[src/rtl/pipe_hazard_ctrl.sv]
// pipe_hazard_ctrl: load-use / branch / memory-wait sequencing and forwarding control for the 5-stage pipeline; define HAZ_PERF_CNT_EN to add the stall/flush/error counters
module pipe_hazard_ctrl #(
   parameter int RB           = 4,
   parameter bit R0_HARDWIRED = 1'b1,
   parameter int MEM_TIMEOUT  = 15
) (
   input  logic          clk,
   input  logic          rst_n,
`ifdef HAZ_PERF_CNT_EN
   input  logic          cnt_clr,
   output logic [15:0]   stall_cnt,
   output logic [15:0]   flush_cnt,
   output logic [7:0]    err_cnt,
`endif
   input  logic [RB-1:0] id_rs1,
   input  logic [RB-1:0] id_rs2,
   input  logic          id_use1,
   input  logic          id_use2,
   input  logic [RB-1:0] ex_rd,
   input  logic          ex_we,
   input  logic          ex_load,
   input  logic [RB-1:0] mem_rd,
   input  logic          mem_we,
   input  logic [RB-1:0] wb_rd,
   input  logic          wb_we,
   input  logic          ex_br_taken,
   input  logic          mem_req,
   input  logic          mem_ack,
   output logic          pc_we,
   output logic          if_id_we,
   output logic          id_ex_we,
   output logic          ex_mem_we,
   output logic          mem_wb_we,
   output logic          flush_if_id,
   output logic          bubble_id_ex,
   output logic          prohib_mem,
   output logic [1:0]    fwd_a,
   output logic [1:0]    fwd_b,
   output logic          mem_err
);
   typedef enum logic {RUN, MEM_WAIT} state_t;
   localparam logic [7:0] TO = 8'(MEM_TIMEOUT);
   state_t     state_q, state_d;
   logic [7:0] wcnt_q, wcnt_d;
   logic       luh, abort, freeze;
   function automatic logic match(input logic [RB-1:0] a, input logic [RB-1:0] b);
      return (a == b) && !(R0_HARDWIRED && a == '0);
   endfunction
   function automatic logic [1:0] fwd_sel(input logic [RB-1:0] rs);
      return (mem_we && match(rs, mem_rd)) ? 2'b01 : (wb_we && match(rs, wb_rd)) ? 2'b10 : 2'b00;
   endfunction
   assign luh    = ex_load && ex_we && ((id_use1 && match(id_rs1, ex_rd)) || (id_use2 && match(id_rs2, ex_rd)));
   assign abort  = (state_q == MEM_WAIT) && (wcnt_q == TO) && !mem_ack;
   assign freeze = mem_req && !mem_ack && !abort;
   // state and wait counter; reset discards any access in flight
   always_ff @(posedge clk or negedge rst_n) begin
      if (!rst_n) begin
         state_q <= RUN;
         wcnt_q  <= 8'd0;
      end else begin
         state_q <= state_d;
         wcnt_q  <= wcnt_d;
      end
   end
   // stay in MEM_WAIT while frozen; wcnt counts cycles spent waiting, anything else returns to RUN
   always_comb begin
      state_d = freeze ? MEM_WAIT : RUN;
      wcnt_d  = (freeze && state_q == MEM_WAIT) ? ((wcnt_q == TO) ? wcnt_q : wcnt_q + 8'd1) : 8'd0;
   end
   // pipeline controls by priority: reset > freeze > abort > branch > load-use > normal
   always_comb begin
      {pc_we, if_id_we, id_ex_we, ex_mem_we, mem_wb_we} = 5'b11111;
      flush_if_id  = 1'b0;
      bubble_id_ex = 1'b0;
      prohib_mem   = 1'b0;
      mem_err      = 1'b0;
      if (!rst_n) begin
         {pc_we, if_id_we, id_ex_we, ex_mem_we, mem_wb_we} = 5'b00000;
         flush_if_id  = 1'b1;
         bubble_id_ex = 1'b1;
         prohib_mem   = 1'b1;
      end else if (freeze) begin
         {pc_we, if_id_we, id_ex_we, ex_mem_we, mem_wb_we} = 5'b00000;
      end else if (abort) begin
         prohib_mem = 1'b1;
         mem_err    = 1'b1;
      end else if (ex_br_taken) begin
         flush_if_id  = 1'b1;
         bubble_id_ex = 1'b1;
      end else if (luh) begin
         pc_we        = 1'b0;
         if_id_we     = 1'b0;
         bubble_id_ex = 1'b1;
      end
   end
   // forwarding selects, independent of stalls; nearest producer wins
   always_comb begin
      fwd_a = rst_n ? fwd_sel(id_rs1) : 2'b00;
      fwd_b = rst_n ? fwd_sel(id_rs2) : 2'b00;
   end
`ifdef HAZ_PERF_CNT_EN
   logic stall_ev, flush_ev;
   assign stall_ev = freeze || (!abort && !ex_br_taken && luh);
   assign flush_ev = !freeze && !abort && ex_br_taken;
   // saturating event counters with synchronous clear
   always_ff @(posedge clk or negedge rst_n) begin
      if (!rst_n) begin
         stall_cnt <= 16'd0;
         flush_cnt <= 16'd0;
         err_cnt   <= 8'd0;
      end else if (cnt_clr) begin
         stall_cnt <= 16'd0;
         flush_cnt <= 16'd0;
         err_cnt   <= 8'd0;
      end else begin
         stall_cnt <= stall_cnt + 16'((stall_ev && stall_cnt != 16'hffff) ? 1 : 0);
         flush_cnt <= flush_cnt + 16'((flush_ev && flush_cnt != 16'hffff) ? 1 : 0);
         err_cnt   <= err_cnt + 8'((abort && err_cnt != 8'hff) ? 1 : 0);
      end
   end
`endif
endmodule

[config.mk]
export PLATFORM = sky130hd
export DESIGN_NAME = pipe_hazard_ctrl
export DESIGN_NICKNAME = d
export VERILOG_FILES = /design/src/rtl/pipe_hazard_ctrl.sv
export SDC_FILE = /design/constraint.sdc
export NUM_CORES = 1
export LEC_CHECK = 0
export ABC_CLOCK_PERIOD_IN_PS = 1650
export CORE_MARGIN = 5
export CORE_UTILIZATION = 55
export DETAILED_ROUTE_END_ITERATION = 8
export DONT_BUFFER_PORTS = 1
export PLACE_DENSITY = 0.7
export REMOVE_ABC_BUFFERS = 1
export SETUP_SLACK_MARGIN = 0.15
export SLEW_MARGIN = 30
export SYNTH_ARGS = -nofsm -noshare
export SYNTH_HDL_FRONTEND = slang
export SYNTH_SLANG_ARGS = --single-unit
[constraint.sdc]
create_clock -name clk -period 1.65 [get_ports clk]
set_input_delay 0.165 -clock clk [delete_from_list [all_inputs] [get_ports clk]]
set_output_delay 0.165 -clock clk [all_outputs]
set_load 0.01 [all_outputs]
After elaboration in Yosys (flattened, before gate mapping) --
Index checks and enable logic that the tools add are counted.
Cells by class: mux-type cells 29, reductions and logical operators 26, equality and inequality tests 8, $add $sub $neg 1
Operator list (number):
- 4-bit equality test | 6
- 1-bit two-way mux | 21
- 1-bit logical AND | 19
- 8-bit two-way mux | 2
- 2-bit two-way mux | 6
- 8-bit by 1-bit adder with 8-bit output (second input constant) | 1
- 8-bit by 4-bit equality test with 1-bit output (second input constant) | 1
- 4-bit logical NOT | 2
- 1-bit logical NOT | 4
- 2-bit inequality test (second input constant) | 1
- 1-bit logical OR | 1
Word-level totals: logic and storage cells 66, register bits after elaboration 9, input bits 31, output and inout bits 13

Logic depth before layout (Yosys ltp) --
Gate-level depths: netlist of the first run.
word-level depth 11, gate-level depth with buffers 7

Worst setup path after synthesis of the first run --
OpenSTA, ideal clock, no wires.
path kind register to output, from register wcnt_q[0], to output port flush_if_id, data required time 1.485 ns, stages on the path, launching flop included 7, arrival time 1.509 ns, path slack -0.024 ns, path through dfrtp_1 -> ha_1 -> and3_4 -> nand4b_1 -> inv_1 -> or2_1 -> o21ai_0
Between the ends: cells in the longest elaborated chain, start to end 7, elaborated cells between the ends (all ways) 8, those cells by class eq/ne: 1; mux: 3; reduce/logical: 4
RTL lines:
- from (decl) | line 44 | logic [7:0] wcnt_q, wcnt_d;
- from (signal assigned) | line 62 | wcnt_q <= wcnt_d;
- 8-bit by 4-bit equality test with 1-bit output (*) | line 53 | assign abort = (state_q == MEM_WAIT) && (wcnt_q == TO) && !mem_ack;
- 1-bit logical AND (*) (2 in series) | line 53
- 1-bit logical NOT | line 54 | assign freeze = mem_req && !mem_ack && !abort;
- 1-bit logical AND | line 54
- 1-bit two-way mux (*) | line 82 | end else if (freeze) begin
- 1-bit two-way mux (*) | line 77 | if (!rst_n) begin
- to (decl) | line 34 | output logic flush_if_id,
Every way passes the cells marked *; elsewhere a longest branch is shown, timed or not.

Worst setup path after layout of the first run --
from register wcnt_q[1], to output port flush_if_id
The elaborated chain is that of the path after synthesis.

==> impl_metrics.json, run 1 <==
{
  "fin_skew_ps": 5.51,
  "synth_area_leaders": "dfrtp_1 26%, xnor2_1 19%, xor2_1 7.2%",
  "finalCritPeriodShare": 1.12,
  "wl_per_cell_um": 15.5,
  "vias": 757,
  "grt_max_degree": 11,
  "rsz0062_at_grt": "true",
  "start_kind": "flip-flop",
  "period_minus_slack_ps": 1850,
  "fin_ws_ps": -202,
  "setup_violations": 7,
  "worstSetupStartpoint": "wcnt_q[1]$_DFFE_PN0P_",
  "antenna_found_initial": 0,
  "pre_cts_slack_ps": -0.744,
  "path_max_fanout": 3,
  "track_usage": 0.181,
  "areaGrowthSynthToFinish_pct": 13.9,
  "r2r-start": "wcnt_q[1]$_DFFE_PN0P_",
  "status": "complete, but fails checks",
  "drv_cap": 0,
  "ir_drop_v": 0.000454,
  "fmax_ghz": 0.540,
  "place_congestion": 0.803,
  "core_area_mm2": 0.00149,
  "setup-tns-final_ps": -958,
  "final_max_slew_viol_count": 0,
  "cts.root.buffer_cell": "clkbuf_4",
  "critPathCaptureType": "output port",
  "dp_hpwl_um": 1540,
  "die_h_um": 49.5,
  "power_leakage_nw": 0.390,
  "worstPathArrival_ps": 1690,
  "io_buffers": 0,
  "finalPower_w": 0.000497,
  "whs_ps": 176,
  "hold_path.startpoint": "mem_ack",
  "grt_pass1_vias": 802,
  "worst_pin_slew_ps": 418,
  "syn_area_um2": 857,
  "htreeDepth": 1,
  "drt-total-wl_um": 2010,
  "synthDistinctLibCells": 26,
  "fin_nets": 146,
  "yosys.area.top_type_share": 0.263,
  "path_class": "flip-flop to output port",
  "cts_tree": "yes",
  "start_util": 0.576,
  "grt-ovfl-total": 0,
  "grt_pass1_wl_um": 3480,
  "cts_made_buffers": 3,
  "syn_inst": 107,
  "hold_path.class": "input pin to flip-flop",
  "clk_path_buf_depth": 2,
  "ant_nets": 0,
  "ys_seq_elements": 9,
  "first_iter_violations": 18,
  "dieArea_mm2": 0.00245,
  "ios": 44,
  "required_ps": 1480,
  "syn_area_per_cell_um2": 8.01,
  "vias_per_cell": 5.87,
  "yosysWarnings": 0,
  "yosysSeqAreaShare": 0.263,
  "drc_errors": 0,
  "rows": 14,
  "antenna_cells": 0,
  "clkTransAtPathRegs_ps": 60,
  "violations": "negative setup slack",
  "synth_largest_area_cell": "dfrtp_1",
  "clock-sinks": 9,
  "clock_latency_ps": 260,
  "p_per_area_mw_per_mm2": 509,
  "drive_gt1_frac": 0.204,
  "slew-limit-headroom": 0.721,
  "hold_viol_final": 0,
  "final_core_util": 0.655,
  "die_x_um": 49.5,
  "drtPass1Iterations": 4
}
-- final timing paths --
path                                         endpoint  depth (start not counted)  slack [ps]
min in group asynchronous       wcnt_q[7]$_DFFE_PN0P_                          1         280
worst max register to register  wcnt_q[6]$_DFFE_PN0P_                          6         300
worst max-delay path                      flush_if_id                          7        -200
max in group asynchronous       wcnt_q[4]$_DFFE_PN0P_                          1        1080
worst min register to register  wcnt_q[0]$_DFFE_PN0P_                          2         550
worst min-delay path                state_q$_DFF_PN0_                          3         180
-- per-layer routing --
layer  routed length (µm)  vias up  global-route usage
li1                     -      373                   -
met1                  864      347               0.220
met2                 1010       37               0.294
met3                  135        0              0.0783
met4                    0        0              0.0393
met5                    0        -                   0
-- layout by cell type (no fill, tap or decap), drive strengths merged --
cell type	n
nor3	11
and2	5
xnor2	19
nand4b	1
o31a	1
clkbuf	4
buf	10
ha	1
dlygate4sd3	1
a21oi	6
nor2b	2
nor4	2
o21ai	1
nand2	3
or2	2
dfrtp	9
nand3	5
xor2	7
a22oi	1
and3	3
inv	4
nor2	9
nand4	6
-- sequential cells by signal, summed over array words and instances (netlist names) --
signal	cells
wcnt_q	8
state_q	1
-- per-stage QoR --
step / instance area [µm²] / std cells
after global routing: 976 / 129
after floorplan: 805 / 98
after CTS: 962 / 129
after global placement: 892 / 123
after detailed placement: 892 / 123
final: 976 / 129
-- Yosys cell counts --
| cell | number |
|---|---|
| xnor2_1 | 19 |
| nor3_1 | 11 |
| dfrtp_1 | 9 |
| nor2_1 | 9 |
| xor2_1 | 7 |
| a21oi_1 | 6 |
| nand4_1 | 6 |
| clkbuf_2 | 5 |
| nand3_1 | 5 |
| and2_1 | 4 |
| inv_1 | 4 |
| buf_4 | 3 |
| nand2_1 | 3 |
| and3_1 | 2 |
| nor2b_1 | 2 |
| or2_1 | 2 |
| a22oi_1 | 1 |
| and2_4 | 1 |
| and3_4 | 1 |
| buf_2 | 1 |
| ha_1 | 1 |
| nand4b_1 | 1 |
| nor4_1 | 1 |
| nor4_2 | 1 |
| o21ai_0 | 1 |
| o31a_1 | 1 |
-- timing repair --
item                                    4_1_cts  5_1_grt
hold buffers                                  1        0
hold endpoints to repair                      9        0
pin swaps                                     6        2
gates resized for setup                       8        3
endpoints found under the setup margin       16       15
buffers inserted                              1        0
-- logic make-up (layout without fill, tap and decap cells) --
kind of cell             count (synthesis)  in the layout  share of synthesized area
adder cells (fa/ha/maj)                  1              1                     0.0146
AO/OA/AOI/OAI                            9              9                     0.0599
flip-flops                               9              9                      0.263
buffers and inverters                   13             19                     0.0788
XOR/XNOR                                26             26                      0.266
AND/OR/NAND/NOR                         49             49                      0.318
-- critical path: stages (launching register included) --
cell	delay (ps)
dfrtp_1	380
ha_2	190
and3_4	170
nand4b_1	130
inv_1	70
or2_1	240
o21ai_2	120
buf_4	130
-- power by group --
group	total, W	internal [W]	switching (W)
Clock	0.000164	0.0000928	0.0000708
Sequential	0.000225	0.000223	0.00000196
Combinational	0.000109	0.0000611	0.0000475
-- layout make-up --
type / count / area (µm²)
fill: 119 / 513
timing repair buffer: 11 / 88.8
inverter: 4 / 15.0
multi-input combinational: 85 / 601
clock buffer: 4 / 26.3
tap: 16 / 20.0
sequential: 9 / 225
(Power assumes the default switching activity.)
==> inputs of run 2 (changes only) <==
--- a/config.mk
+++ b/config.mk
@@ -11,6 +11,7 @@
 export DETAILED_ROUTE_END_ITERATION = 8
 export DONT_BUFFER_PORTS = 1
 export PLACE_DENSITY = 0.7
+export RECOVER_POWER = 100
 export REMOVE_ABC_BUFFERS = 1
 export SETUP_SLACK_MARGIN = 0.15
 export SLEW_MARGIN = 30
==> constraint.sdc (replaced) <==
create_clock -name clk -period 1.65 [get_ports clk]
set_input_delay 0.33 -clock clk [delete_from_list [all_inputs] [get_ports clk]]
set_output_delay 0.33 -clock clk [all_outputs]
set_load 0.01 [all_outputs]
==> run 2 against run 1 <==
Fmax decreased by 13%. Combinational power grew 7%. Clock power rose by 8%. Clock skew grew 2.3 ps. The flow still finishes with violations (negative setup slack).
==> impl_metrics.json, run 2 (synthesis results as in run 1) <==
{
  "status": "complete, but fails checks",
  "violations": "negative setup slack",
  "drive_gt1_frac": 0.331,
  "slew-limit-headroom": 0.707,
  "dp_hpwl_um": 1670,
  "vias_per_cell": 5.88,
  "core_area_mm2": 0.00149,
  "rsz0062_at_grt": "true",
  "dieArea_mm2": 0.00245,
  "antenna_cells": 0,
  "largest_reg_flops": 8,
  "grt_max_degree": 11,
  "path_max_fanout": 2,
  "finalCritPeriodShare": 1.28,
  "period_minus_slack_ps": 2120,
  "areaGrowthSynthToFinish_pct": 27.3,
  "power_leakage_nw": 0.449,
  "antenna_found_initial": 0,
  "io_buffers": 0,
  "setup_violations": 16,
  "final_max_slew_viol_count": 0,
  "p_per_area_mw_per_mm2": 476,
  "final_cell_mix": "19 x xnor2_1, 18 x buf_4, 11 x nor3_1",
  "clock-sinks": 9,
  "clock_latency_ps": 270,
  "ant_nets": 0,
  "drv_cap": 0,
  "stdcell_count": 140,
  "drtPass1Iterations": 4,
  "grt_pass1_vias": 851,
  "rows": 14,
  "multi_input_area_um2": 624,
  "ios": 44,
  "grt-ovfl-total": 0,
  "start_kind": "flip-flop",
  "die_h_um": 49.5,
  "seqCellArea_um2": 225,
  "critPathCaptureType": "output port",
  "track_usage": 0.193,
  "largest_register": "wcnt_q",
  "final_common_cell": "xnor2_1",
  "drt-total-wl_um": 2420,
  "htreeDepth": 1,
  "cts_made_buffers": 3,
  "hold_viol_final": 0,
  "nFillCells": 105,
  "fin_nets": 157,
  "vias": 823,
  "wl_per_cell_um": 17.3,
  "worstPathArrival_ps": 1790,
  "ir_drop_v": 0.000464,
  "grt_pass1_wl_um": 3710,
  "pre_cts_slack_ps": -141,
  "worst_pin_slew_ps": 438,
  "clk_path_buf_depth": 2,
  "hold_path.class": "input pin to flip-flop",
  "fmax_ghz": 0.472,
  "die_x_um": 49.5,
  "cts.root.buffer_cell": "clkbuf_4",
  "dp_cells": 128,
  "fin_skew_ps": 7.78,
  "first_iter_violations": 14,
  "place_congestion": 0.803,
  "cts_tree": "yes",
  "clkTransAtPathRegs_ps": 70,
  "fin_ws_ps": -468,
  "path_class": "flip-flop to output port",
  "reg.largest.list": "wcnt_q x8, state_q x1",
  "required_ps": 1320,
  "start_util": 0.576,
  "drc_errors": 0
}
## run 2: changes by cell type in the layout (fill, tap and decap cells not counted), moves of 2 or more
cell,change
buf_4,+9
nor2_4,+2
buf_6,+2
nor2_1,-6
nor2_2,+4
## run 2: critical path, cell delays in order, from the launching register on
cell	delay [ps]
dfrtp_1	390
ha_2	190
and3_4	180
nand4b_1	120
inv_1	80
or2_1	240
o21ai_1	160
buf_4	150
## run 2: final cells by class
class,instances,area share
clock buffer,3,0.0206
clock inverter,1,0.00459
inverter,4,0.0138
multi-input combinational,85,0.572
sequential,9,0.206
tap,16,0.0183
timing repair buffer,22,0.164
## run 2: what timing repair did
item	CTS	global route
setup endpoints to repair	16	18
gates resized for setup	10	12
endpoints found under the hold margin	9	0
hold buffers	1	0
setup buffers	3	4
pin swaps	5	10
## run 2: where the power goes
group / switching (W) / internal [W] / leakage (nW)
logic: 0.0000533 / 0.0000641 / 0.307
registers: 0.00000234 / 0.000222 / 0.124
clock network: 0.0000872 / 0.0000896 / 0.0177
## run 2: path summary, 6_finish.rpt
check / startpoint / end / slack (ps) / cells after the start
max in group asynchronous: rst_n / wcnt_q[3]$_DFFE_PN0P_ / 900 / 1
max: wcnt_q[0]$_DFFE_PN0P_ / flush_if_id / -470 / 7
max reg2reg: wcnt_q[0]$_DFFE_PN0P_ / wcnt_q[6]$_DFFE_PN0P_ / -70 / 9
min in group asynchronous: rst_n / wcnt_q[5]$_DFFE_PN0P_ / 430 / 1
min reg2reg: wcnt_q[7]$_DFFE_PN0P_ / wcnt_q[7]$_DFFE_PN0P_ / 630 / 2
min: mem_ack / state_q$_DFF_PN0_ / 320 / 3
## run 2: metrics by stage
step | TNS, ps | area [µm²] | util | total power [W] | hold WS [ps]
finish | -4050 | 1090 | 0.733 | 0.000519 | 324
floorplan | -616 | 805 | - | 0.000310 | 34.4
CTS | -4140 | 1020 | 0.686 | 0.000516 | 273
global placement | -493 | 930 | 0.624 | 0.000323 | 34.8
global route | -5570 | 1090 | 0.733 | 0.000563 | 310
detailed placement | -637 | 930 | 0.624 | 0.000326 | 34.8
## run 2: layer usage
layer  global-route usage  vias up  share of wire
li1                     -      392              -
met1                0.227      392           0.41
met2                0.322       35           0.51
met3               0.0783        4          0.069
met4               0.0568        0         0.0087
met5                    0        -              0
==> inputs of run 3 (changes only) <==
--- a/config.mk
+++ b/config.mk
@@ -5,6 +5,7 @@
 export SDC_FILE = /design/constraint.sdc
 export NUM_CORES = 1
 export LEC_CHECK = 0
+export ABC_AREA = 1
 export ABC_CLOCK_PERIOD_IN_PS = 1650
 export CORE_MARGIN = 5
 export CORE_UTILIZATION = 55
==> run 3 against run 2 <==
The run still ends with negative setup slack left. Sequential share of layout area is 1.8 points lower. Clock skew hardly changed. Global-route usage is 1.3 points higher. Count of clock-buffer cells in the layout is 1 higher. Total power is 4.5% higher. Critical path type unchanged. Highest routed layer unchanged.
==> impl_metrics.json, run 3 <==
{
  "ios": 44,
  "synth_xor_xnor_area_share": 0.0886,
  "hold_viol_final": 0,
  "core_area_mm2": 0.00173,
  "wl_per_cell_um": 12.5,
  "largest_reg_flops": 8,
  "fin_skew_ps": 7.79,
  "yosys.area_share.adder": 0.0127,
  "rsz0062_at_grt": "true",
  "die_x_um": 52.4,
  "grt_pass1_vias": 1028,
  "grt_max_degree": 10,
  "violations": "negative setup slack",
  "syn_area_um2": 988,
  "rows": 15,
  "dp_hpwl_um": 1940,
  "place_congestion": 0.882,
  "clk_path_buf_depth": 2,
  "cts_made_buffers": 3,
  "required_ps": 1320,
  "yosysWarnings": 0,
  "synth_largest_area_cell": "dfrtp_1",
  "fin_ws_ps": -234,
  "ys.flop_type": "dfrtp_1",
  "start_util": 0.572,
  "antenna_cells": 0,
  "pwr-share-clk": 0.314,
  "worstPathArrival_ps": 1550,
  "final_common_cell": "nand2_1",
  "synth_simple_gate_area_share": 0.478,
  "synth_top_family_by_area": "simple AND/OR/NAND/NOR gates",
  "nFillCells": 157,
  "track_usage": 0.207,
  "io_buffers": 0,
  "antenna_found_initial": 0,
  "syn_area_per_cell_um2": 5.95,
  "slew-limit-headroom": 0.730,
  "first_iter_violations": 30,
  "reg.largest.list": "wcnt_q x8, state_q x1",
  "dieArea_mm2": 0.00275,
  "path_class": "flip-flop to output port",
  "synth_common_cells": "45 x nand2_1, 33 x nor2_1, 26 x inv_1, 9 x dfrtp_1, 9 x nand3_1",
  "drive_gt1_frac": 0.235,
  "largest_register": "wcnt_q",
  "worst_pin_slew_ps": 402,
  "synthDistinctLibCells": 25,
  "path_max_fanout": 4,
  "htreeDepth": 1,
  "vias": 1031,
  "path_cells": "ha_2 > nand2_2 > nor2_4 > inv_2 > nor2_4 > inv_2 > nand3_2 > nand2_4 > clkinv_2 > nand2_2",
  "yosysSeqAreaShare": 0.228,
  "synth_compound_area_frac": 0.0557,
  "drtPass1Iterations": 4,
  "start_kind": "flip-flop",
  "status": "complete, but fails checks",
  "p_per_area_mw_per_mm2": 454,
  "critPathCaptureType": "output port",
  "finalCritPeriodShare": 1.14,
  "combinationalPowerShare": 0.270,
  "cts.root.buffer_cell": "clkbuf_4",
  "grt_pass1_wl_um": 4260,
  "synth_area_leaders": "dfrtp_1 23%, nand2_1 17%, nor2_1 13%",
  "final_cell_mix": "43 x nand2_1, 25 x inv_1, 25 x nor2_1",
  "drv_cap": 0,
  "die_h_um": 52.4,
  "drt-total-wl_um": 2560,
  "final_max_slew_viol_count": 0,
  "ant_nets": 0,
  "ys_seq_elements": 9,
  "setup-tns-final_ps": -1670,
  "syn_inst": 166,
  "cts_tree": "yes",
  "pwr-share-seq": 0.416,
  "yosys.area.top_type_share": 0.228,
  "drc_errors": 0,
  "fmax_ghz": 0.531,
  "power_leakage_nw": 0.606,
  "synth.area.mux_share": 0,
  "ir_drop_v": 0.000383,
  "cpMaxStageDelayCell": "dfrtp_1",
  "async_flop_share": 1.00,
  "setup_violations": 9,
  "switching_share": 0.302,
  "p_int_w": 0.000379,
  "period_minus_slack_ps": 1880,
  "synth-edff-count": 0,
  "clock-sinks": 9,
  "clock_latency_ps": 260,
  "fin_nets": 212,
  "hold_path.class": "input pin to asynchronous set/reset pin",
  "final_core_util": 0.691,
  "grt-ovfl-total": 0,
  "areaGrowthSynthToFinish_pct": 20.8,
  "p_switching_w": 0.000164,
  "synthMostInstantiatedCell": "nand2_1",
  "clkTransAtPathRegs_ps": 60,
  "critPathMaxStageDelay_ps": 360,
  "vias_per_cell": 5.05
}
## run 3: cell types whose count changed in the layout (fill, tap and decap cells not counted), sizes merged, moves of 3 or more
cell	delta
nor2	+29
and2	-5
xnor2	-14
inv	+25
nand2	+45
buf	-10
nand4	-3
nand3	+5
nor3	-9
o211ai	+3
a21oi	-4
and3	-3
## run 3: what timing repair did
| action | in CTS | in global routing |
|---|---|---|
| pin swaps | 4 | 6 |
| hold buffers | 1 | 0 |
| setup endpoints to repair | 9 | 17 |
| endpoints found under the hold margin | 9 | 0 |
| resized for setup | 14 | 9 |
| buffers inserted | 5 | 3 |
## run 3: cell families (layout without fill, tap and decap cells)
logic type,count (synthesis),count (layout)
and+or+nand+nor,104,104
buffers and inverters,33,46
xor gates and xnor gates,10,10
AOI/OAI and AO/OA,9,9
DFF,9,9
adders and majority gates,1,1
## run 3: final timing paths
| kind | slack, ps | endpoint | from | depth (start not counted) |
|---|---|---|---|---|
| setup / recovery | -230 | bubble_id_ex | wcnt_q[1]$_DFFE_PN0P_ | 10 |
| hold / removal | 430 | wcnt_q[7]$_DFFE_PN0P_ | rst_n | 1 |
| max in group asynchronous | 930 | wcnt_q[0]$_DFFE_PN0P_ | rst_n | 1 |
| min in group clk | 540 | wcnt_q[0]$_DFFE_PN0P_ | wcnt_q[0]$_DFFE_PN0P_ | 2 |
| hold reg to reg | 540 | wcnt_q[0]$_DFFE_PN0P_ | wcnt_q[0]$_DFFE_PN0P_ | 2 |
| setup reg to reg | 40 | wcnt_q[5]$_DFFE_PN0P_ | wcnt_q[1]$_DFFE_PN0P_ | 11 |
## run 3: power by group through the flow
stage	Clock [W]	Sequential [W]	Combinational [W]
5_1_grt	0.000191	0.000226	0.000165
4_1_cts	0.000180	0.000226	0.000141
6_report	0.000170	0.000226	0.000146
3_5_place_dp	0	0.000229	0.000125
2_1_floorplan	0	0.000229	0.000104
3_3_place_gp	0	0.000229	0.000121
## run 3: cell type report
| type | instances | area (µm²) | area share |
|---|---|---|---|
| clock buffer | 4 | 26.3 | 0.0220 |
| timing repair buffer | 12 | 108 | 0.0901 |
| sequential | 9 | 225 | 0.189 |
| tap | 25 | 31.3 | 0.0262 |
| inverter | 30 | 114 | 0.0954 |
| multi-input combinational | 124 | 689 | 0.578 |
## run 3: critical path, delay by kind of cell, from the launching register on
kind	cells	cell delay, ps
and+or+nand+nor	6	560
DFF	1	360
adders and majority gates	1	190
buffers and inverters	3	180
## run 3: routing by layer
metal	vias to the layer above	GRT usage	wire length, µm
met4	0	0.0596	22
met3	4	0.0684	231
li1	528	-	-
met1	463	0.248	1110
met5	-	0	0
met2	36	0.347	1190
## run 3: stage by stage
step                total power (W)  std cells  hold slack, ps  instance area [µm²]  setup WS [ps]
floorplan                  0.000333        163            34.4                  966          -78.9
CTS                        0.000546        201             429                 1140           -227
detailed placement         0.000354        191            34.8                 1020           6.87
global route               0.000582        204             450                 1190           -346
global placement           0.000350        191            34.8                 1020           60.7
finish                     0.000542        204             426                 1190           -234
